[src/rtl/ltc2500_acq_ctrl_pkg.sv]
// Shared types and helpers for the LTC2500 acquisition controller.
package ltc2500_acq_ctrl_pkg;

  localparam int DATA_WIDTH_DEF = 20;

  typedef enum logic [2:0] {
    ST_IDLE    = 3'd0,
    ST_CONV    = 3'd1,
    ST_WAIT_HI = 3'd2,
    ST_WAIT_LO = 3'd3,
    ST_SHIFT   = 3'd4,
    ST_DONE    = 3'd5,
    ST_ABORT   = 3'd6
  } state_e;

  // Bits needed to hold every value 0..max_val (never less than one).
  function automatic int cnt_w(input int max_val);
    return (max_val < 1) ? 1 : $clog2(max_val + 1);
  endfunction

endpackage

[src/rtl/ltc2500_acq_ctrl_if.sv]
// Request/result and ADC pin bundle; slave is the controller's view, master the surroundings.
interface ltc2500_acq_ctrl_if #(
  parameter int DATA_WIDTH = 20
);
  logic                  start;
  logic                  ready;
  logic                  adc_convert;
  logic                  adc_busy;
  logic                  adc_sck;
  logic                  adc_sdo;
  logic [DATA_WIDTH-1:0] data_out;
  logic                  data_valid;
  logic                  timeout_err;

  modport master (
    output start, adc_busy, adc_sdo,
    input  ready, adc_convert, adc_sck, data_out, data_valid, timeout_err
  );

  modport slave (
    input  start, adc_busy, adc_sdo,
    output ready, adc_convert, adc_sck, data_out, data_valid, timeout_err
  );
endinterface

[src/rtl/ltc2500_acq_ctrl_sync_2ff.sv]
// Two-flop synchroniser for the asynchronous adc_busy pin, cleared by reset.
module ltc2500_acq_ctrl_sync_2ff (
  input  logic clk,
  input  logic rst_n,
  input  logic d_i,
  output logic q_o
);
  logic meta_q;
  logic sync_q;

  always_ff @(posedge clk) begin
    if (!rst_n) begin
      meta_q <= 1'b0;
      sync_q <= 1'b0;
    end else begin
      meta_q <= d_i;
      sync_q <= meta_q;
    end
  end

  assign q_o = sync_q;
endmodule

[src/rtl/ltc2500_acq_ctrl.sv]
// Convert / busy-wait / serial-readout sequencer for one LTC2500-style ADC.
// state    | meaning
// IDLE     | waiting for start or a queued request
// CONV     | adc_convert high for CONV_CYCLES
// WAIT_HI  | waiting for synced busy to rise
// WAIT_LO  | waiting for synced busy to fall
// SHIFT    | clocking DATA_WIDTH bits in on adc_sck
// DONE     | publish sample, one-cycle data_valid
// ABORT    | busy wait expired, one-cycle timeout_err
module ltc2500_acq_ctrl
  import ltc2500_acq_ctrl_pkg::*;
#(
  parameter int DATA_WIDTH   = DATA_WIDTH_DEF,
  parameter int CONV_CYCLES  = 3,
  parameter int SCK_HALF     = 2,
  parameter int BUSY_TIMEOUT = 1024
) (
  input  logic              clk,
  input  logic              rst_n,
  ltc2500_acq_ctrl_if.slave bus
);
  localparam int TMR_MAX = (CONV_CYCLES > SCK_HALF) ? CONV_CYCLES : SCK_HALF;
  localparam int TMR_W   = cnt_w(TMR_MAX);
  localparam int BUSY_W  = cnt_w(BUSY_TIMEOUT);
  localparam int BIT_W   = cnt_w(DATA_WIDTH);

  localparam logic [TMR_W-1:0]  CONV_LD = TMR_W'(CONV_CYCLES - 1);
  localparam logic [TMR_W-1:0]  SCK_LD  = TMR_W'(SCK_HALF - 1);
  localparam logic [BUSY_W-1:0] BUSY_TC = BUSY_W'(BUSY_TIMEOUT);
  localparam logic [BIT_W-1:0]  BIT_TC  = BIT_W'(DATA_WIDTH);

  state_e                  state_q, state_d;
  logic [TMR_W-1:0]        tmr_q, tmr_d;
  logic [BUSY_W-1:0]       busy_cnt_q, busy_cnt_d;
  logic [BIT_W-1:0]        bit_cnt_q, bit_cnt_d;
  logic [DATA_WIDTH-1:0]   sr_q, sr_d;
  logic [DATA_WIDTH-1:0]   data_q, data_d;
  logic                    sck_q, sck_d;
  logic                    pending_q, pending_d;
  logic                    conv_q, conv_d;
  logic                    valid_q, valid_d;
  logic                    tmo_q, tmo_d;
  logic                    ready_q, ready_d;
  logic                    busy_s;

  ltc2500_acq_ctrl_sync_2ff u_busy_sync (
    .clk   (clk),
    .rst_n (rst_n),
    .d_i   (bus.adc_busy),
    .q_o   (busy_s)
  );

  always_ff @(posedge clk) begin
    if (!rst_n) begin
      state_q    <= ST_IDLE;
      tmr_q      <= '0;
      busy_cnt_q <= '0;
      bit_cnt_q  <= '0;
      sr_q       <= '0;
      data_q     <= '0;
      sck_q      <= 1'b0;
      pending_q  <= 1'b0;
      conv_q     <= 1'b0;
      valid_q    <= 1'b0;
      tmo_q      <= 1'b0;
      ready_q    <= 1'b1;
    end else begin
      state_q    <= state_d;
      tmr_q      <= tmr_d;
      busy_cnt_q <= busy_cnt_d;
      bit_cnt_q  <= bit_cnt_d;
      sr_q       <= sr_d;
      data_q     <= data_d;
      sck_q      <= sck_d;
      pending_q  <= pending_d;
      conv_q     <= conv_d;
      valid_q    <= valid_d;
      tmo_q      <= tmo_d;
      ready_q    <= ready_d;
    end
  end

  always_comb begin
    state_d    = state_q;
    tmr_d      = tmr_q;
    busy_cnt_d = busy_cnt_q;
    bit_cnt_d  = bit_cnt_q;
    sr_d       = sr_q;
    sck_d      = sck_q;
    pending_d  = pending_q;
    if (state_q != ST_IDLE && bus.start) pending_d = 1'b1;
    case (state_q)
      ST_IDLE: begin
        if (bus.start || pending_q) begin
          state_d   = ST_CONV;
          pending_d = 1'b0;
          tmr_d     = CONV_LD;
        end
      end
      ST_CONV: begin
        if (tmr_q == '0) begin
          state_d    = ST_WAIT_HI;
          busy_cnt_d = '0;
        end else begin
          tmr_d = tmr_q - TMR_W'(1);
        end
      end
      ST_WAIT_HI: begin
        if (busy_s) begin
          state_d    = ST_WAIT_LO;
          busy_cnt_d = '0;
        end else if (busy_cnt_q == BUSY_TC) begin
          state_d = ST_ABORT;
        end else begin
          busy_cnt_d = busy_cnt_q + BUSY_W'(1);
        end
      end
      ST_WAIT_LO: begin
        if (!busy_s) begin
          state_d   = ST_SHIFT;
          tmr_d     = SCK_LD;
          bit_cnt_d = '0;
          sck_d     = 1'b0;
        end else if (busy_cnt_q == BUSY_TC) begin
          state_d = ST_ABORT;
        end else begin
          busy_cnt_d = busy_cnt_q + BUSY_W'(1);
        end
      end
      ST_SHIFT: begin
        if (tmr_q != '0) begin
          tmr_d = tmr_q - TMR_W'(1);
        end else begin
          tmr_d = SCK_LD;
          // The sample is taken on the same cycle sck is driven high.
          if (!sck_q) begin
            sck_d     = 1'b1;
            sr_d      = {sr_q[DATA_WIDTH-2:0], bus.adc_sdo};
            bit_cnt_d = bit_cnt_q + BIT_W'(1);
          end else begin
            sck_d = 1'b0;
            if (bit_cnt_q == BIT_TC) state_d = ST_DONE;
          end
        end
      end
      ST_DONE:  state_d = ST_IDLE;
      ST_ABORT: state_d = ST_IDLE;
      default:  state_d = ST_IDLE;
    endcase
  end

  // Outputs are decoded from the next state so they register in step with it.
  always_comb begin
    conv_d  = (state_d == ST_CONV);
    valid_d = (state_d == ST_DONE);
    tmo_d   = (state_d == ST_ABORT);
    ready_d = (state_d == ST_IDLE) && !pending_d;
    data_d  = valid_d ? sr_q : data_q;
  end

  assign bus.ready       = ready_q;
  assign bus.adc_convert = conv_q;
  assign bus.adc_sck     = sck_q;
  assign bus.data_out    = data_q;
  assign bus.data_valid  = valid_q;
  assign bus.timeout_err = tmo_q;
endmodule

[src/flat_wrapper.sv]
// flat-port wrapper written by rule: the top's interface ports become plain ports
module ltc2500_acq_ctrl_flat import ltc2500_acq_ctrl_pkg::*;
#(
  parameter int DATA_WIDTH   = DATA_WIDTH_DEF,
  parameter int CONV_CYCLES  = 3,
  parameter int SCK_HALF     = 2,
  parameter int BUSY_TIMEOUT = 1024
)
  (clk, rst_n, bus_start, bus_adc_busy, bus_adc_sdo, bus_ready, bus_adc_convert, bus_adc_sck, bus_data_out, bus_data_valid, bus_timeout_err);
  ltc2500_acq_ctrl_if #(.DATA_WIDTH(DATA_WIDTH)) bus_i ();
  input  logic clk;
  input  logic rst_n;
  input wire logic [$bits(bus_i.start)-1:0] bus_start;
  input wire logic [$bits(bus_i.adc_busy)-1:0] bus_adc_busy;
  input wire logic [$bits(bus_i.adc_sdo)-1:0] bus_adc_sdo;
  output wire logic [$bits(bus_i.ready)-1:0] bus_ready;
  output wire logic [$bits(bus_i.adc_convert)-1:0] bus_adc_convert;
  output wire logic [$bits(bus_i.adc_sck)-1:0] bus_adc_sck;
  output wire logic [$bits(bus_i.data_out)-1:0] bus_data_out;
  output wire logic [$bits(bus_i.data_valid)-1:0] bus_data_valid;
  output wire logic [$bits(bus_i.timeout_err)-1:0] bus_timeout_err;
  assign bus_i.start = bus_start;
  assign bus_i.adc_busy = bus_adc_busy;
  assign bus_i.adc_sdo = bus_adc_sdo;
  assign bus_ready = bus_i.ready;
  assign bus_adc_convert = bus_i.adc_convert;
  assign bus_adc_sck = bus_i.adc_sck;
  assign bus_data_out = bus_i.data_out;
  assign bus_data_valid = bus_i.data_valid;
  assign bus_timeout_err = bus_i.timeout_err;
  ltc2500_acq_ctrl #(.DATA_WIDTH(DATA_WIDTH), .CONV_CYCLES(CONV_CYCLES), .SCK_HALF(SCK_HALF), .BUSY_TIMEOUT(BUSY_TIMEOUT)) u_core (.clk(clk), .rst_n(rst_n), .bus(bus_i));
endmodule
[config.mk]
export PLATFORM = sky130hd
export DESIGN_NAME = ltc2500_acq_ctrl_flat
export DESIGN_NICKNAME = d
export VERILOG_FILES = /design/src/rtl/ltc2500_acq_ctrl_pkg.sv /design/src/rtl/ltc2500_acq_ctrl_if.sv /design/src/rtl/ltc2500_acq_ctrl_sync_2ff.sv /design/src/rtl/ltc2500_acq_ctrl.sv /design/src/flat_wrapper.sv
export SDC_FILE = /design/constraint.sdc
export NUM_CORES = 1
export LEC_CHECK = 0
export CORE_MARGIN = 1.5
export CORE_UTILIZATION = 55
export DETAILED_ROUTE_END_ITERATION = 16
export PLACE_DENSITY_LB_ADDON = 0.3
export SLEW_MARGIN = 20
export SYNTH_ARGS = -nofsm -noshare
export SYNTH_HDL_FRONTEND = slang
export SYNTH_SLANG_ARGS = --single-unit
[constraint.sdc]
create_clock -name clk -period 5.05 [get_ports clk]
set_input_delay 0.7575 -clock clk [delete_from_list [all_inputs] [get_ports clk]]
set_output_delay 0.7575 -clock clk [all_outputs]
set_load 0.03 [all_outputs]
==> impl_summary.txt <==
----------------------------------------------------
[Run status]
  Run status ... finished clean

[Setup path]
  Type of origin of the critical path ... flip-flop
  Cell count along the critical path ... 1
  Worst Reg2Reg Path Length in Cells ... 5
  Highest fanout seen on the critical path ... 5
  Worst Path Arrival ... between 1000 and 1500 ps
  Crit path launch ... u_core.bus.adc_sck$_SDFFE_PN0P_
  Worst Path Buf+Inv ... 1
  Required time at the endpoint of the critical path ... 4290 ps
  Worst setup path end ... bus_adc_sck
  Kind of capture point of the worst setup path ... output pin
  Worst-case register-to-register setup slack ... between 2000 and 3000 ps
  Crit-path max cell delay ... ~700 ps
  Cells along the critical path ... clkdlybuf4s50_1
  Master of the slowest instance on the critical path ... sky130_fd_sc_hd__clkdlybuf4s50_1
  Top cell family by delay on the critical path ... buffers and inverters
  Setup CP Type ... reg2out
  Origin of the critical flop-to-flop path ... u_core.state_q[2]$_SDFF_PN0_
  Worst reg2reg path endpoint ... u_core.bus.adc_convert$_SDFF_PN0_

[Clock network]
  Maximum clock path buffer count ... 2
  CTS H-tree depth ... 3
  Total of cells resized after clock tree synthesis ... 0
  Master cell of the clock root buffer ... sky130_fd_sc_hd__clkbuf_8
  Clock insertion delay at the later pin of the skew report ... approximately 330 ps
  Buffers inserted during post-CTS setup optimization ... 0
  TritonCTS clock tree ... done
  Clk pin slew, worst setup/hold paths ... ~70 ps
  Number of hold buffers added after cts ... 0
  Total clock sinks ... between 60 and 70
  Number of buffers created by CTS ... 9

[Synthesis]
  Number of library cell types mapped by synthesis ... 40
  Synthesized instance count ... between 300 and 400
  Top post-synthesis cells by area ... sky130_fd_sc_hd__dfxtp_1, sky130_fd_sc_hd__nand2_1, sky130_fd_sc_hd__a21oi_1
  Count leader, synth ... sky130_fd_sc_hd__nand2_1
  Synth warnings ... 0
  Count of flip-flops with a built-in enable after synthesis ... 0
  Post-Syn Area per Cell ... about 8.1 sq um
  Top FF cell, synth ... sky130_fd_sc_hd__dfxtp_1
  Cell taking the most area after synthesis ... sky130_fd_sc_hd__dfxtp_1
  Leading post-synthesis cells by instance count ... sky130_fd_sc_hd__nand2_1, sky130_fd_sc_hd__dfxtp_1, sky130_fd_sc_hd__a21oi_1
  Multiplexer share of the synthesized area ... 0%
  Combinational family with the most area after synthesis ... simple AND/OR/NAND/NOR gates
  Synthesized netlist net count ... ~360
  Simple-gate portion of the synthesized area ... about a quarter
  Adder-cell area share of the yosys netlist ... 2.69%
  Sequential element share of the synthesized area ... around 49%
  Combined area of all synthesized cells ... roughly 2800 sq um
  Post-synthesis xor/xnor area fraction ... 3.45%
  Fraction of post-synthesis cell area in the top cell type by area ... between 40% and 50%
  Share of flip-flops with an asynchronous set or reset ... 0%
  Post-synthesis compound-gate area fraction ... between 10% and 20%
  Total of flip-flops plus latches after synthesis ... 69

[STA]
  Worst Clk Skew ... 6.62 ps
  Final period util ... 43.9%
  Max_slew headroom ... between 40% and 50%
  Setup total negative slack ... 0 ps
  Hold slack ... roughly 440 ps
  Worst Slack Setup Final ... roughly 2800 ps
  Peak Freq ... roughly 450 MHz
  Hold violation total from the final report ... 0
  Transition time at the pin with the least slew margin ... about 770 ps
  Time the worst path needs with I/O delays and setup ... about 2200 ps
  Fin. max-slew vios ... 0
  Final setup violating endpoints ... 0
  Setup repair after global routing missed its margin ... no

[Layout]
  Fraction of layout cells with a size suffix above 1 ... 5.63%
  Final-layout fill cell count ... roughly 400
  Number of standard cells in the final layout excluding fillers ... between 400 and 500
  Number of antenna diodes ... 0
  Number of nets in the finished design ... 381
  Combined area of the multi-input logic cells ... about 1300 sq um
  Layout overhead on the synthesized area ... 18.5%
  Combined flip-flop and latch cell area ... ~1400 sq um

[Global routing]
  Met2 global-route usage ... roughly a third
  Vias in the first global route ... between 2,000 and 2,500
  GRT Max-Usage Layer ... met2
  Largest net degree at the start of global routing ... 48
  Met3 usage ... roughly 4.7%
  Remaining global-route overflow ... 0
  Global routing usage on met1 ... between 20 and 30%
  Antenna violations before repair ... 0
  First-pass GRT wire length ... 9220 um
  Overall fraction of global-route tracks in use ... a little over a fifth

[Power and ir drop]
  Total power per unit cell area ... between 300 and 400 nW/um^2
  Leakage power of the design ... about 1.1 nW
  Post-layout total power ... between 1 and 1.5 mW
  Peak VDD IR ... between 200 and 250 uV

[Detailed routing]
  1st-pass router iterations ... 5
  Iteration-0 DRC Markers ... about 180
  Number of nets with antenna violations after detailed routing ... 0
  DRC viols ... 0
  Routed wire length ... around 5500 um
  Per-cell routed wire length ... 12.6 um
  Total number of vias ... 2,388
  Via density ... 5.43

[Die]
  Site row count ... 25
  Die width ... ~74 um
  Die Footprint ... 5510 sq um
  Die Ht ... around 74 um
  Initial cell density of the core ... between 50 and 60%
  Number of top-level design ports ... 30
  Placeable core region ... between 4000 and 5000 sq um

[Placement]
  Port Buffers ... 29
  Final weighted congestion in routability-driven placement ... 0.836
  Post-Place Setup Slack ... about 2800 ps
  Number of cells in the design after placement ... between 400 and 500
  Estimated wirelength of the detail-placed design ... 3540 um

[Min path]
  Number of cells on the worst hold path ... 1
  Hold Path Class ... reg2reg

[Flow run]
  Max-capacitance violation count ... 0

----------------------------------------------------
metrics by stage:
step	cell area (sq um)	util [%]
floorplan	2790	-
global placement	3120	64.8
detailed placement	3120	64.8
CTS	3310	68.7
global route	3310	68.7
finish	3310	68.7
how the worst min path moves through the flow:
stage                                               startpoint                                end
final                     u_core.u_busy_sync.meta_q$_SDFF_PN0_  u_core.u_busy_sync.q_o$_SDFF_PN0_
after global routing      u_core.u_busy_sync.meta_q$_SDFF_PN0_  u_core.u_busy_sync.q_o$_SDFF_PN0_
after CTS                 u_core.u_busy_sync.meta_q$_SDFF_PN0_  u_core.u_busy_sync.q_o$_SDFF_PN0_
after detailed placement  u_core.u_busy_sync.meta_q$_SDFF_PN0_  u_core.u_busy_sync.q_o$_SDFF_PN0_
after global placement    u_core.u_busy_sync.meta_q$_SDFF_PN0_  u_core.u_busy_sync.q_o$_SDFF_PN0_
after floorplan           u_core.u_busy_sync.meta_q$_SDFF_PN0_  u_core.u_busy_sync.q_o$_SDFF_PN0_
state kept, by name (all words and copies together) (netlist names):
| signal | cells |
|---|---|
| u_core.bus.ready | 1 |
| u_core.u_busy_sync.q_o | 1 |
| u_core.pending_q | 1 |
| u_core.state_q | 3 |
| u_core.sr_q | 20 |
| u_core.bus.timeout_err | 1 |
| u_core.bus.data_valid | 1 |
| u_core.bus.adc_sck | 1 |
| u_core.busy_cnt_q | 11 |
| u_core.u_busy_sync.meta_q | 1 |
| u_core.tmr_q | 2 |
| u_core.bus.data_out | 20 |
| u_core.bit_cnt_q | 5 |
| u_core.bus.adc_convert | 1 |
logic make-up (layout without fill, tap and decap cells):
| family | Yosys count | in the layout |
|---|---|---|
| compound gates | 70 | 70 |
| simple gates | 162 | 162 |
| buf+inv | 28 | 55 |
| fa+ha+maj | 6 | 6 |
| xor+xnor | 11 | 11 |
| flops | 69 | 69 |
cell usage in the layout, fill, tap and decap left out, drive strengths merged, types with 2 or more instances in the layout:
| master | netlist | routed |
|---|---|---|
| clkdlybuf4s50 | 0 | 29 |
| nor3 | 5 | 5 |
| or4 | 2 | 2 |
| a21oi | 48 | 48 |
| o22ai | 2 | 2 |
| nor2b | 5 | 5 |
| xnor2 | 4 | 4 |
| clkbuf | 13 | 10 |
| nand4b | 2 | 2 |
| and4 | 2 | 2 |
| o21a | 2 | 2 |
| nand4 | 7 | 7 |
| nor4b | 3 | 3 |
| xor2 | 7 | 7 |
| nor2 | 28 | 28 |
| ha | 6 | 6 |
| o21ai | 7 | 7 |
| dfxtp | 69 | 69 |
| clkinvlp | 0 | 2 |
| and3 | 2 | 2 |
| nand3 | 5 | 5 |
| a32oi | 2 | 2 |
| nand2 | 90 | 90 |
| inv | 9 | 9 |
| nand2b | 2 | 2 |
| a31oi | 3 | 3 |
| and2 | 2 | 2 |
| buf | 6 | 3 |
power by group:
group	internal (mW)	switching, mW	total [mW]
clock network	0.235	0.200	0.435
registers	0.570	0.0346	0.605
logic	0.0828	0.146	0.228
layout make-up:
class                           instances  area share, %
Multi-Input combinational cell        249           39.6
Timing Repair Buffer                   32           9.45
Inverter                                9           1.02
Tap cell                               67           2.53
Sequential cell                        69           41.7
Clock buffer                           10           4.16
Clock inverter                          4           1.51
routing by layer:
metal	vias up	wire [um]	share of wire [%]
met4	0	103	1.9
met1	1124	2630	48
met3	12	191	3.5
met2	42	2600	47
li1	1210	-	-
met5	-	0	0
(Power assumes the default switching activity.)
